**src/rtl/fpga_cfg_loader_if.sv**
```systemverilog
// fpga_cfg_loader_if: serial config pins in, fabric chain and status out
interface fpga_cfg_loader_if;
  logic cfg_sclk_i;
  logic cfg_sdata_i;
  logic cfg_restart_i;
  logic chain_shift_o;
  logic chain_data_o;
  logic fabric_en_o;
  logic cfg_busy_o;
  logic cfg_done_o;
  logic cfg_err_o;
  modport master(output cfg_sclk_i, cfg_sdata_i, cfg_restart_i,
                 input chain_shift_o, chain_data_o, fabric_en_o, cfg_busy_o, cfg_done_o, cfg_err_o);
  modport slave(input cfg_sclk_i, cfg_sdata_i, cfg_restart_i,
                output chain_shift_o, chain_data_o, fabric_en_o, cfg_busy_o, cfg_done_o, cfg_err_o);
endinterface

```
**src/rtl/fpga_cfg_loader.sv**
```systemverilog
// fpga_cfg_loader: sync-word hunt, config chain load and CRC-8 check of a pin-driven bitstream
module fpga_cfg_loader #(
  parameter int         CHAIN_LEN = 64,
  parameter logic [7:0] SYNC_WORD = 8'hA5
) (
  input  logic clk,
  input  logic rst,
  fpga_cfg_loader_if.slave cfg
);
  localparam int CW = $clog2(CHAIN_LEN + 1);
  localparam logic [CW-1:0] LAST = CW'(CHAIN_LEN - 1);
  typedef enum logic [2:0] {HUNT, LOAD, CHECK, DONE, ERROR} state_t;
  state_t state_q;
  logic [2:0] sclk_q;
  logic [1:0] sdata_q;
  logic ev_q, bit_q;
  logic [7:0] win_q, crc_q, win_d, crc_d;
  logic [CW-1:0] cnt_q;
  logic [2:0] ccnt_q;
  logic shift_q, data_q, en_q, busy_q, done_q, err_q;
  logic fb;
  assign win_d = {win_q[6:0], bit_q};
  assign fb    = bit_q ^ crc_q[7];
  assign crc_d = {crc_q[6:0], 1'b0} ^ (fb ? 8'h07 : 8'h00);
  // sclk/sdata: two sync flops, an edge-detect flop, then the event is registered with its bit
  always_ff @(posedge clk) begin
    if (rst) begin
      state_q <= HUNT;
      sclk_q  <= '0;
      sdata_q <= '0;
      ev_q    <= 1'b0;
      bit_q   <= 1'b0;
      win_q   <= '0;
      crc_q   <= '0;
      cnt_q   <= '0;
      ccnt_q  <= '0;
      shift_q <= 1'b0;
      data_q  <= 1'b0;
      en_q    <= 1'b0;
      busy_q  <= 1'b0;
      done_q  <= 1'b0;
      err_q   <= 1'b0;
    end else begin
      sclk_q  <= {sclk_q[1:0], cfg.cfg_sclk_i};
      sdata_q <= {sdata_q[0], cfg.cfg_sdata_i};
      ev_q    <= sclk_q[1] & ~sclk_q[2];
      bit_q   <= sdata_q[1];
      shift_q <= 1'b0;
      if (cfg.cfg_restart_i) begin
        state_q <= HUNT;
        win_q   <= '0;
        crc_q   <= '0;
        cnt_q   <= '0;
        ccnt_q  <= '0;
        en_q    <= 1'b0;
        busy_q  <= 1'b0;
        done_q  <= 1'b0;
        err_q   <= 1'b0;
      end else if (ev_q) begin
        case (state_q)
          HUNT: begin
            win_q <= win_d;
            if (win_d == SYNC_WORD) begin
              state_q <= LOAD;
              busy_q  <= 1'b1;
              cnt_q   <= '0;
              crc_q   <= '0;
            end
          end
          LOAD: begin
            shift_q <= 1'b1;
            data_q  <= bit_q;
            crc_q   <= crc_d;
            cnt_q   <= cnt_q + 1'b1;
            if (cnt_q == LAST) begin
              state_q <= CHECK;
              ccnt_q  <= '0;
              win_q   <= '0;
            end
          end
          CHECK: begin
            win_q  <= win_d;
            ccnt_q <= ccnt_q + 3'd1;
            if (ccnt_q == 3'd7) begin
              state_q <= (win_d == crc_q) ? DONE : ERROR;
              busy_q  <= 1'b0;
              done_q  <= win_d == crc_q;
              en_q    <= win_d == crc_q;
              err_q   <= win_d != crc_q;
            end
          end
          default: ;
        endcase
      end
    end
  end
  assign cfg.chain_shift_o = shift_q;
  assign cfg.chain_data_o  = data_q;
  assign cfg.fabric_en_o   = en_q;
  assign cfg.cfg_busy_o    = busy_q;
  assign cfg.cfg_done_o    = done_q;
  assign cfg.cfg_err_o     = err_q;
endmodule
```
**src/flat_wrapper.sv**
```systemverilog
// flat-port wrapper written by rule: the top's interface ports become plain ports
module fpga_cfg_loader_flat 
#(
  parameter int         CHAIN_LEN = 64,
  parameter logic [7:0] SYNC_WORD = 8'hA5
)
  (clk, rst, cfg_cfg_sclk_i, cfg_cfg_sdata_i, cfg_cfg_restart_i, cfg_chain_shift_o, cfg_chain_data_o, cfg_fabric_en_o, cfg_cfg_busy_o, cfg_cfg_done_o, cfg_cfg_err_o);
  fpga_cfg_loader_if cfg_i ();
  input  logic clk;
  input  logic rst;
  input wire logic [$bits(cfg_i.cfg_sclk_i)-1:0] cfg_cfg_sclk_i;
  input wire logic [$bits(cfg_i.cfg_sdata_i)-1:0] cfg_cfg_sdata_i;
  input wire logic [$bits(cfg_i.cfg_restart_i)-1:0] cfg_cfg_restart_i;
  output wire logic [$bits(cfg_i.chain_shift_o)-1:0] cfg_chain_shift_o;
  output wire logic [$bits(cfg_i.chain_data_o)-1:0] cfg_chain_data_o;
  output wire logic [$bits(cfg_i.fabric_en_o)-1:0] cfg_fabric_en_o;
  output wire logic [$bits(cfg_i.cfg_busy_o)-1:0] cfg_cfg_busy_o;
  output wire logic [$bits(cfg_i.cfg_done_o)-1:0] cfg_cfg_done_o;
  output wire logic [$bits(cfg_i.cfg_err_o)-1:0] cfg_cfg_err_o;
  assign cfg_i.cfg_sclk_i = cfg_cfg_sclk_i;
  assign cfg_i.cfg_sdata_i = cfg_cfg_sdata_i;
  assign cfg_i.cfg_restart_i = cfg_cfg_restart_i;
  assign cfg_chain_shift_o = cfg_i.chain_shift_o;
  assign cfg_chain_data_o = cfg_i.chain_data_o;
  assign cfg_fabric_en_o = cfg_i.fabric_en_o;
  assign cfg_cfg_busy_o = cfg_i.cfg_busy_o;
  assign cfg_cfg_done_o = cfg_i.cfg_done_o;
  assign cfg_cfg_err_o = cfg_i.cfg_err_o;
  fpga_cfg_loader #(.CHAIN_LEN(CHAIN_LEN), .SYNC_WORD(SYNC_WORD)) u_core (.clk(clk), .rst(rst), .cfg(cfg_i));
endmodule
```
**config.mk**
```make
export PLATFORM = sky130hd
export DESIGN_NAME = fpga_cfg_loader_flat
export DESIGN_NICKNAME = d
export VERILOG_FILES = /design/src/rtl/fpga_cfg_loader_if.sv /design/src/rtl/fpga_cfg_loader.sv /design/src/flat_wrapper.sv
export SDC_FILE = /design/constraint.sdc
export NUM_CORES = 1
export LEC_CHECK = 0
export ABC_AREA = 0
export CAP_MARGIN = 20
export CORE_MARGIN = 2
export CORE_UTILIZATION = 55
export DETAILED_ROUTE_END_ITERATION = 10
export DONT_BUFFER_PORTS = 1
export MAX_ROUTING_LAYER = met4
export PLACE_DENSITY = 0.7
export SLEW_MARGIN = 30
export SYNTH_ARGS = -nofsm -noshare
export SYNTH_HDL_FRONTEND = slang
export SYNTH_SLANG_ARGS = --single-unit
```
**constraint.sdc**
```tcl
create_clock -name clk -period 3.2 [get_ports clk]
set_clock_uncertainty 0.2 [all_clocks]
set_input_delay 0.48 -clock clk [delete_from_list [all_inputs] [get_ports clk]]
set_output_delay 0.48 -clock clk [all_outputs]
set_load 0.005 [all_outputs]
```
==> results.yml, run 1 <==
finish:
  utilization: 0.605
  area_delta_synth_final_pct: 6.61
  fin_area_sq_um: 1820
  layout.nets: 191
  final_cell_mix: "40 x dfxtp_1, 21 x a21oi_1, 14 x nand2_1"
  antenna_cells: 0
  drive_gt1_frac: 0.0652
  final_common_cell: "dfxtp_1"
sta:
  finalHoldViolCount: 0
  worst_pin_slew_ns: 0.708
  finalCritPeriodShare: 0.688
  fmax_ghz: 0.454
  finalMaxSlewViolations: 0
  period_needed_ns: 2.20
  setup_viol: 0
  rsz0062_at_grt: "no"
  setup_tns_ns: 0
  slew_headroom: 0.528
cts:
  clkLatencyLatePin_ns: 0.36
  cts-buffers-inserted: 5
  clockBufferDepth: 2
  cts_tree: "done"
  htree_levels: 2
  clkTransAtPathRegs_ns: 0.13
  cts.sinks: 40
  cts_root_buf: "clkbuf_4"
  post_cts_buffers: 0
setup_path:
  cp_slowest_cell: "or4_1"
  critPathTopFamily: "simple AND/OR/NAND/NOR gates"
  critical_path_class: "flip-flop to flip-flop"
  r2r-start: "u_core.ev_q"
  path_cells: "nor2b_1 > nand2b_1 > or4_1 > a21oi_1"
  max_stage_delay_ns: 0.59
  crit_buf_inv: 0
  cp.arrival_ns: 2.30
  startpoint: "u_core.ev_q"
  required_ns: 3.30
  crit_fanout: 19
  cp-start-kind: "flip-flop"
  worstSetupEndpointType: "flip-flop"
placed_design:
  postPlaceCellArea_sq_um: 1720
  place.gp.congestion: 0.821
  dp_hpwl_microns: 2410
  port_buffers: 0
detailed_routing:
  firstDrtPassIters: 4
  drt_iter0_drc: 78
  drc_errors: 0
  vias: 1355
  wl_microns: 3330
  wire_per_inst_microns: 15.4
  vias_per_cell: 6.24
  ant_nets: 0
global_routing:
  grt_overflow: 0
  grt_pass1_wl_microns: 5460
  grt_max_degree: 21
  antenna_found_initial: 0
  grt_pass1_vias: 1221
  grtUsageTotal: 0.216
logic_synthesis:
  yosysSeqAreaShare: 0.470
  synth_nets: 192
  synth_warnings: 0
  synth_seq_cells: 40
  syn_avg_cell_area_sq_um: 9.26
  yosys.cell_types.count: 38
  synthCells: 184
  syn_area_sq_um: 1700
pwr:
  ir_worst_vdd_mv: 0.331
  power.density_nw_per_um2: 485
  p_leak_nw: 0.671
  power_w: 0.000881
outcome:
  outcome: "complete, no violations"
floorplanning:
  fp.dieW_microns: 59.7
  core_area_sq_um: 3000
  die_area_sq_um: 3560
  ios: 11
  start_util: 0.567
  fp-row-count: 20
  die_h_microns: 59.7
min_path:
  min-delay-start: "cfg_cfg_sclk_i"
  hold_class: "input pin to flip-flop"
run:
  maxCapViolCount: 0
[Yosys cell counts (all sizes together)]
master | number | area share
a32o | 2 | 0.012
o21ai | 13 | 0.038
ha | 3 | 0.022
buf | 3 | 0.010
or2 | 1 | 0.0037
nor3b | 1 | 0.0044
a21oi | 22 | 0.065
o22ai | 1 | 0.0037
xor2 | 8 | 0.041
or3 | 3 | 0.011
nand3 | 7 | 0.021
nand2 | 14 | 0.031
clkbuf | 8 | 0.018
xnor2 | 3 | 0.015
inv | 2 | 0.0044
dfxtp | 40 | 0.47
nor2b | 8 | 0.029
o211a | 1 | 0.0059
mux2i | 1 | 0.0059
a22o | 7 | 0.036
and4bb | 2 | 0.015
nand2b | 4 | 0.015
nor2 | 4 | 0.0088
a21o | 2 | 0.0088
or4b | 1 | 0.0059
o31ai | 4 | 0.018
a221oi | 1 | 0.0051
o21a | 1 | 0.0044
o21ba | 1 | 0.0059
and3b | 1 | 0.0051
or4 | 4 | 0.018
nor3 | 4 | 0.015
nor4 | 2 | 0.0073
and3 | 2 | 0.0073
o41ai | 3 | 0.015
[layout make-up]
cell class / instances / area [sq um]
repair buffers: 3 / 25.0
clock buffers: 6 / 51.3
clock inverters: 2 / 38.8
fillers: 278 / 1190
multi-input cells: 131 / 852
flip-flops and latches: 40 / 801
inverters: 2 / 7.51
well taps: 33 / 41.3
[report_power, final]
part            total, W  internal [W]  switching [W]
clock           0.000358      0.000187       0.000171
combinational  0.0000204    0.00000618      0.0000142
sequential      0.000502      0.000501     0.00000141
[state kept, by name (all words and copies together), names as in the netlist]
| name | cells |
|---|---|
| u_core.bit_q | 1 |
| u_core.ccnt_q | 3 |
| u_core.cnt_q | 7 |
| u_core.win_q | 7 |
| u_core.cfg.fabric_en_o | 1 |
| u_core.sclk_q | 3 |
| u_core.crc_q | 8 |
| u_core.cfg.cfg_busy_o | 1 |
| u_core.cfg.chain_data_o | 1 |
| u_core.state_q | 3 |
| u_core.sdata_q | 2 |
| u_core.ev_q | 1 |
| u_core.cfg.chain_shift_o | 1 |
| u_core.cfg.cfg_err_o | 1 |
[metal layers]
| layer | vias up | part of all wire | track usage |
|---|---|---|---|
| met5 | - | 0 | - |
| met4 | 0 | 0.024 | 0.0921 |
| met3 | 9 | 0.050 | 0.0649 |
| met2 | 32 | 0.48 | 0.334 |
| met1 | 643 | 0.45 | 0.260 |
| li1 | 671 | - | - |
[worst paths after layout]
path | end | slack [ns] | cells past startpoint
setup / recovery | u_core.cnt_q[4] | 1.0 | 4
hold / removal | u_core.sclk_q[0] | 0.06 | 1
setup reg to reg | u_core.cnt_q[4] | 1.0 | 4
hold reg to reg | u_core.ev_q | 0.17 | 1
[worst register-to-register path, delay by kind of cell, from the launching register on]
family	cells	cell delay, ns
and+or+nand+nor	3	1.37
DFF	1	0.42
AOI/OAI and AO/OA	1	0.14
[cell families (layout without fill, tap and decap cells)]
| logic type | Yosys count | in the layout | synth area share |
|---|---|---|---|
| AOI/OAI and AO/OA | 58 | 58 | 0.217 |
| xor gates and xnor gates | 11 | 11 | 0.0565 |
| adders and majority gates | 3 | 3 | 0.0220 |
| buffers and inverters | 13 | 13 | 0.0323 |
| DFF | 40 | 40 | 0.470 |
| muxes | 1 | 1 | 0.00587 |
| and+or+nand+nor | 58 | 58 | 0.196 |
[metrics by stage]
| stage | setup WS (ns) | cells | hold WS, ns |
|---|---|---|---|
| floorplan | 1.41 | 184 | 0.167 |
| global placement | 1.01 | 208 | 0.172 |
| detailed placement | 1.09 | 208 | 0.174 |
| CTS | 1.05 | 217 | 0.0393 |
| global route | 0.872 | 217 | 0.0371 |
| finish | 0.999 | 217 | 0.0598 |
[what timing repair did]
action / CTS / global route
hold buffers: 1 / 0
resized for setup: 0 / 0
hold endpoints to repair: 7 / 0
(Power assumes the default switching activity.)
==> inputs of run 2 (changes only) <==
- clock period: 3.2 -> 2.1 ns (I/O delays scaled with it)
==> run 2 against run 1 <==
Sequential share of layout area down 1.4 points. Non-clock buffer count up 11. Count of clock-buffer cells in the layout shrank 1. Maximum frequency increased by 14%. Worst setup slack got worse by 0.83 ns. Total power increased by 37%. Final cell count increased by 5.1%. Sequential power grew 53%. Sequential cell count unchanged. Critical path depth rose by 1.
==> results.yml, run 2 (synthesis results as in run 1) <==
setup_path:
  crit_fanout: 21
  r2r-end: "u_core.cnt_q[4]"
  required_ns: 2.20
  cp.arrival_ns: 2.04
  worstSetupEndpointType: "flip-flop"
  cp-start-kind: "flip-flop"
  r2r-start: "u_core.bit_q"
  ff2ff_path_depth: 5
  ff2ff_setup_slack_ns: 0.16
  critical_path_class: "flip-flop to flip-flop"
detailed_routing:
  drt_iter0_drc: 55
  wl_microns: 3470
  drc_errors: 0
  firstDrtPassIters: 4
  ant_nets: 0
  vias_per_cell: 6.02
  wire_per_inst_microns: 15.2
  vias: 1372
pwr:
  p_leak_nw: 0.700
  ir_worst_vdd_mv: 0.515
  power.density_nw_per_um2: 644
  power_w: 0.00121
floorplanning:
  fp.dieW_microns: 59.7
  ios: 11
  die_area_sq_um: 3560
  fp-row-count: 20
  start_util: 0.567
  die_h_microns: 59.7
  core_area_sq_um: 3000
sta:
  finalMaxSlewViolations: 0
  finalCritPeriodShare: 0.922
  worst_pin_slew_ns: 0.523
  setup_tns_ns: 0
  period_needed_ns: 1.94
  fmax_ghz: 0.517
  slew_headroom: 0.651
  finalHoldViolCount: 0
  setup_viol: 0
  rsz0062_at_grt: "no"
global_routing:
  grt_pass1_wl_microns: 5870
  grt_overflow: 0
  grt_max_degree: 22
  antenna_found_initial: 0
  grtUsageTotal: 0.226
  grt_pass1_vias: 1322
cts:
  clkLatencyLatePin_ns: 0.36
  cts_tree: "done"
  cts-buffers-inserted: 5
  clockBufferDepth: 2
  htree_levels: 2
  cts.sinks: 40
  post_cts_buffers: 0
  clkTransAtPathRegs_ns: 0.12
  cts_root_buf: "clkbuf_4"
  post_cts_resized: 0
min_path:
  hold_class: "flip-flop to flip-flop"
  min-delay-start: "u_core.sclk_q[2]"
  whs_path_depth: 1
  min_to: "u_core.ev_q"
outcome:
  outcome: "complete, no violations"
finish:
  final_cell_mix: "40 x dfxtp_1, 22 x a21oi_1, 14 x nand2_1"
  top_register: "u_core.crc_q"
  drive_gt1_frac: 0.0974
  largest_register_ff_count: 8
  largestRegisters: "u_core.crc_q (8), u_core.cnt_q (7), u_core.win_q (7)"
  fin_area_sq_um: 1870
  final_common_cell: "dfxtp_1"
  antenna_cells: 0
  layout.nets: 202
  area_delta_synth_final_pct: 9.99
placed_design:
  port_buffers: 0
  dp_hpwl_microns: 2410
  place.gp.congestion: 0.878
  postPlaceCellArea_sq_um: 1770
run:
  maxCapViolCount: 0
## run 2: report_power, final
group          total [W]  internal [W]  switching [W]
clock           0.000401      0.000132       0.000270
combinational  0.0000390     0.0000157      0.0000233
sequential      0.000766      0.000764     0.00000239
## run 2: final cells by class
class,instances,area (sq um)
multi-input combinational,131,848
clock inverter,3,23.8
tap,33,41.3
fill,257,1130
clock buffer,5,37.5
timing repair buffer,14,115
sequential,40,801
inverter,2,7.51
## run 2: worst max-delay path: stages, from the launching register on
cell and delay [ns]:
dfxtp_1 0.47, and4bb_1 0.27, a21oi_1 0.08, buf_4 0.21
or4_1 0.51, a21oi_1 0.15
## run 2: per-stage QoR
step / cells / hold WS, ns / setup WS (ns) / util
finish: 228 / 0.197 / 0.164 / 0.624
CTS: 228 / 0.200 / 0.159 / 0.624
detailed placement: 216 / 0.182 / 0.192 / 0.590
global route: 228 / 0.204 / 0.0602 / 0.624
floorplan: 184 / 0.167 / 0.310 / -
global placement: 216 / 0.173 / 0.231 / 0.590
## run 2: worst max path at each step
stage / start / endpoint / slack (ns)
CTS: u_core.bit_q / u_core.cnt_q[6] / 0.16
floorplan: u_core.state_q[2] / u_core.cnt_q[5] / 0.31
detailed placement: u_core.bit_q / u_core.cnt_q[6] / 0.19
global route: u_core.bit_q / u_core.cnt_q[4] / 0.06
finish: u_core.bit_q / u_core.cnt_q[4] / 0.16
global placement: u_core.bit_q / u_core.cnt_q[6] / 0.23
## run 2: layer usage
metal  GRT usage  wire length, microns
met1       0.279                  1660
met2       0.352                  1630
met3      0.0671                   121
met4      0.0794                    47
met5           -                     0
## run 2: repair_timing
item	CTS	global route
hold buffers	4	0
endpoints found under the setup margin	0	0
endpoints found under the hold margin	11	0
==> inputs of run 3 (changes only) <==
- ABC_AREA: 0 -> 1
- CAP_MARGIN: 20 -> not set
- HOLD_SLACK_MARGIN: not set -> 0.12
==> run 3 against run 2 <==
Non-clock buffer count down 7. Synthesized cell count is 36% higher. Clock power fell by 3%. Routed wire length grew 3.5%. Die area rose by 9.6%.
==> results.yml, run 3 <==
outcome:
  outcome: "complete, no violations"
global_routing:
  grtUsageTotal: 0.209
  grt_pass1_vias: 1491
  antenna_found_initial: 0
  grt_max_degree: 25
  grt_overflow: 0
  grt_pass1_wl_microns: 6390
setup_path:
  ff2ff_path_depth: 8
  r2r-start: "u_core.cnt_q[0]"
  crit_buf_inv: 0
  max_stage_delay_ns: 0.40
  crit_fanout: 7
  endpoint: "u_core.win_q[6]"
  crit_top_cell: "nand2_1"
  critPathTopFamily: "simple AND/OR/NAND/NOR gates"
  required_ns: 2.13
  crit_cells: 8
  path_cells: "ha_1 > nand3_1 > nor2_1 > nand2_1 > nand2_1 > nand3_1 > nand2_1 > a21oi_1"
  worstSetupEndpointType: "flip-flop"
  cp-start-kind: "flip-flop"
  critical_path_class: "flip-flop to flip-flop"
  r2r-end: "u_core.win_q[6]"
  cp.arrival_ns: 1.88
  cp_slowest_cell: "dfxtp_1"
  ff2ff_setup_slack_ns: 0.25
  startpoint: "u_core.cnt_q[0]"
logic_synthesis:
  synth_top_area_share: 0.426
  synth_warnings: 0
  synth_top_area_cell: "dfxtp_1"
  async_flop_share: 0
  synth_seq_cells: 40
  yosysMostFrequentCell: "nand2_1"
  syn_area_sq_um: 1880
  yosysSeqAreaShare: 0.426
  synth_top_cells_by_count: "71 x nand2_1, 40 x dfxtp_1, 25 x a21oi_1"
  synth-main-ff-cell: "dfxtp_1"
  yosys-top-cells-area: "dfxtp_1 43%, nand2_1 14%, a21oi_1 6.7%, nand3_1 5.1%, nor2_1 4.4%"
  synth_nets: 258
  yosys.cell_types.count: 27
  synth_edf_count: 0
  synthCells: 250
  syn_avg_cell_area_sq_um: 7.52
finish:
  regArea_sq_um: 801
  top_register: "u_core.crc_q"
  largest_register_ff_count: 8
  drive_gt1_frac: 0.124
  fin_area_sq_um: 2010
  largestRegisters: "u_core.crc_q (8), u_core.cnt_q (7), u_core.win_q (7)"
  nFillCells: 321
  antenna_cells: 0
  final_common_cell: "nand2_1"
  area_delta_synth_final_pct: 7.12
  multi_input_area_sq_um: 935
  final_cell_mix: "71 x nand2_1, 40 x dfxtp_1, 25 x a21oi_1"
  layout.nets: 266
sta:
  finalMaxSlewViolations: 0
  period_needed_ns: 1.85
  fmax_ghz: 0.539
  rsz0062_at_grt: "no"
  hold_ws_ns: 0.203
  finalHoldViolCount: 0
  setup_viol: 0
  setup_tns_ns: 0
  worst_pin_slew_ns: 0.495
  slew_headroom: 0.670
  finalCritPeriodShare: 0.883
detailed_routing:
  firstDrtPassIters: 4
  ant_nets: 0
  drc_errors: 0
  vias: 1518
  vias_per_cell: 4.98
  drt_iter0_drc: 146
  wire_per_inst_microns: 11.8
  wl_microns: 3590
min_path:
  whs_path_depth: 1
  hold_class: "flip-flop to flip-flop"
cts:
  cts-buffers-inserted: 5
  htree_levels: 2
  ctsHoldBuffers: 4
  cts.sinks: 40
  cts_root_buf: "clkbuf_4"
  clkTransAtPathRegs_ns: 0.13
  post_cts_buffers: 0
  post_cts_resized: 0
  cts_tree: "done"
  clockBufferDepth: 2
  clkLatencyLatePin_ns: 0.34
floorplanning:
  start_util: 0.568
  fp.dieW_microns: 62.5
  fp-row-count: 21
  core_area_sq_um: 3310
  ios: 11
  die_area_sq_um: 3900
  die_h_microns: 62.5
pwr:
  power.density_nw_per_um2: 592
  ir_worst_vdd_mv: 0.375
  p_leak_nw: 0.815
  power_w: 0.00119
placed_design:
  place.gp.congestion: 0.881
  postPlaceCellArea_sq_um: 1920
  dp_hpwl_microns: 2600
  port_buffers: 0
run:
  maxCapViolCount: 0
[run 3: worst min-delay path by stage]
| stage | from | to | slack, ns |
|---|---|---|---|
| 2_1_floorplan | u_core.sclk_q[2] | u_core.ev_q | 0.17 |
| 3_3_place_gp | u_core.sclk_q[2] | u_core.ev_q | 0.18 |
| 3_5_place_dp | u_core.sclk_q[2] | u_core.ev_q | 0.19 |
| 4_1_cts | u_core.sclk_q[2] | u_core.ev_q | 0.21 |
| 5_1_grt | u_core.sclk_q[0] | u_core.sclk_q[1] | 0.24 |
| 6_report | u_core.sclk_q[2] | u_core.ev_q | 0.20 |
[run 3: layout make-up]
| cell class | count | area share |
|---|---|---|
| clock buffers | 5 | 0.0186 |
| clock inverters | 3 | 0.00932 |
| inverters | 27 | 0.0503 |
| multi-input cells | 177 | 0.464 |
| flip-flops and latches | 40 | 0.398 |
| well taps | 46 | 0.0286 |
| repair buffers | 7 | 0.0311 |
[run 3: per-layer routing]
| metal | part of all wire | global-route usage | vias up |
|---|---|---|---|
| met3 | 0.043 | 0.0432 | 8 |
| met5 | 0 | - | - |
| li1 | - | - | 805 |
| met1 | 0.47 | 0.255 | 679 |
| met2 | 0.48 | 0.343 | 26 |
| met4 | 0.014 | 0.0778 | 0 |
[run 3: where the power goes]
group / internal (W) / leakage, nW / switching, W
Sequential: 0.000764 / 0.323 / 0.00000213
Combinational: 0.0000126 / 0.457 / 0.0000260
Clock: 0.000129 / 0.0349 / 0.000258
Total: 0.000905 / 0.815 / 0.000286
[run 3: logic make-up (layout without fill, tap and decap cells)]
family          count (synthesis)  after routing  synth area share
simple gates                  128            128             0.328
flops                          40             40             0.426
compound gates                 35             35            0.0985
buf+inv                        33             42            0.0766
xor+xnor                       11             11            0.0513
fa+ha+maj                       3              3            0.0200
[run 3: through the flow]
| step | std cells | util | setup slack [ns] |
|---|---|---|---|
| 6_report | 305 | 0.608 | 0.245 |
| 5_1_grt | 305 | 0.608 | 0.0137 |
| 4_1_cts | 305 | 0.608 | 0.248 |
| 3_5_place_dp | 293 | 0.579 | 0.266 |
| 3_3_place_gp | 293 | 0.579 | 0.284 |
| 2_1_floorplan | 250 | - | 0.545 |
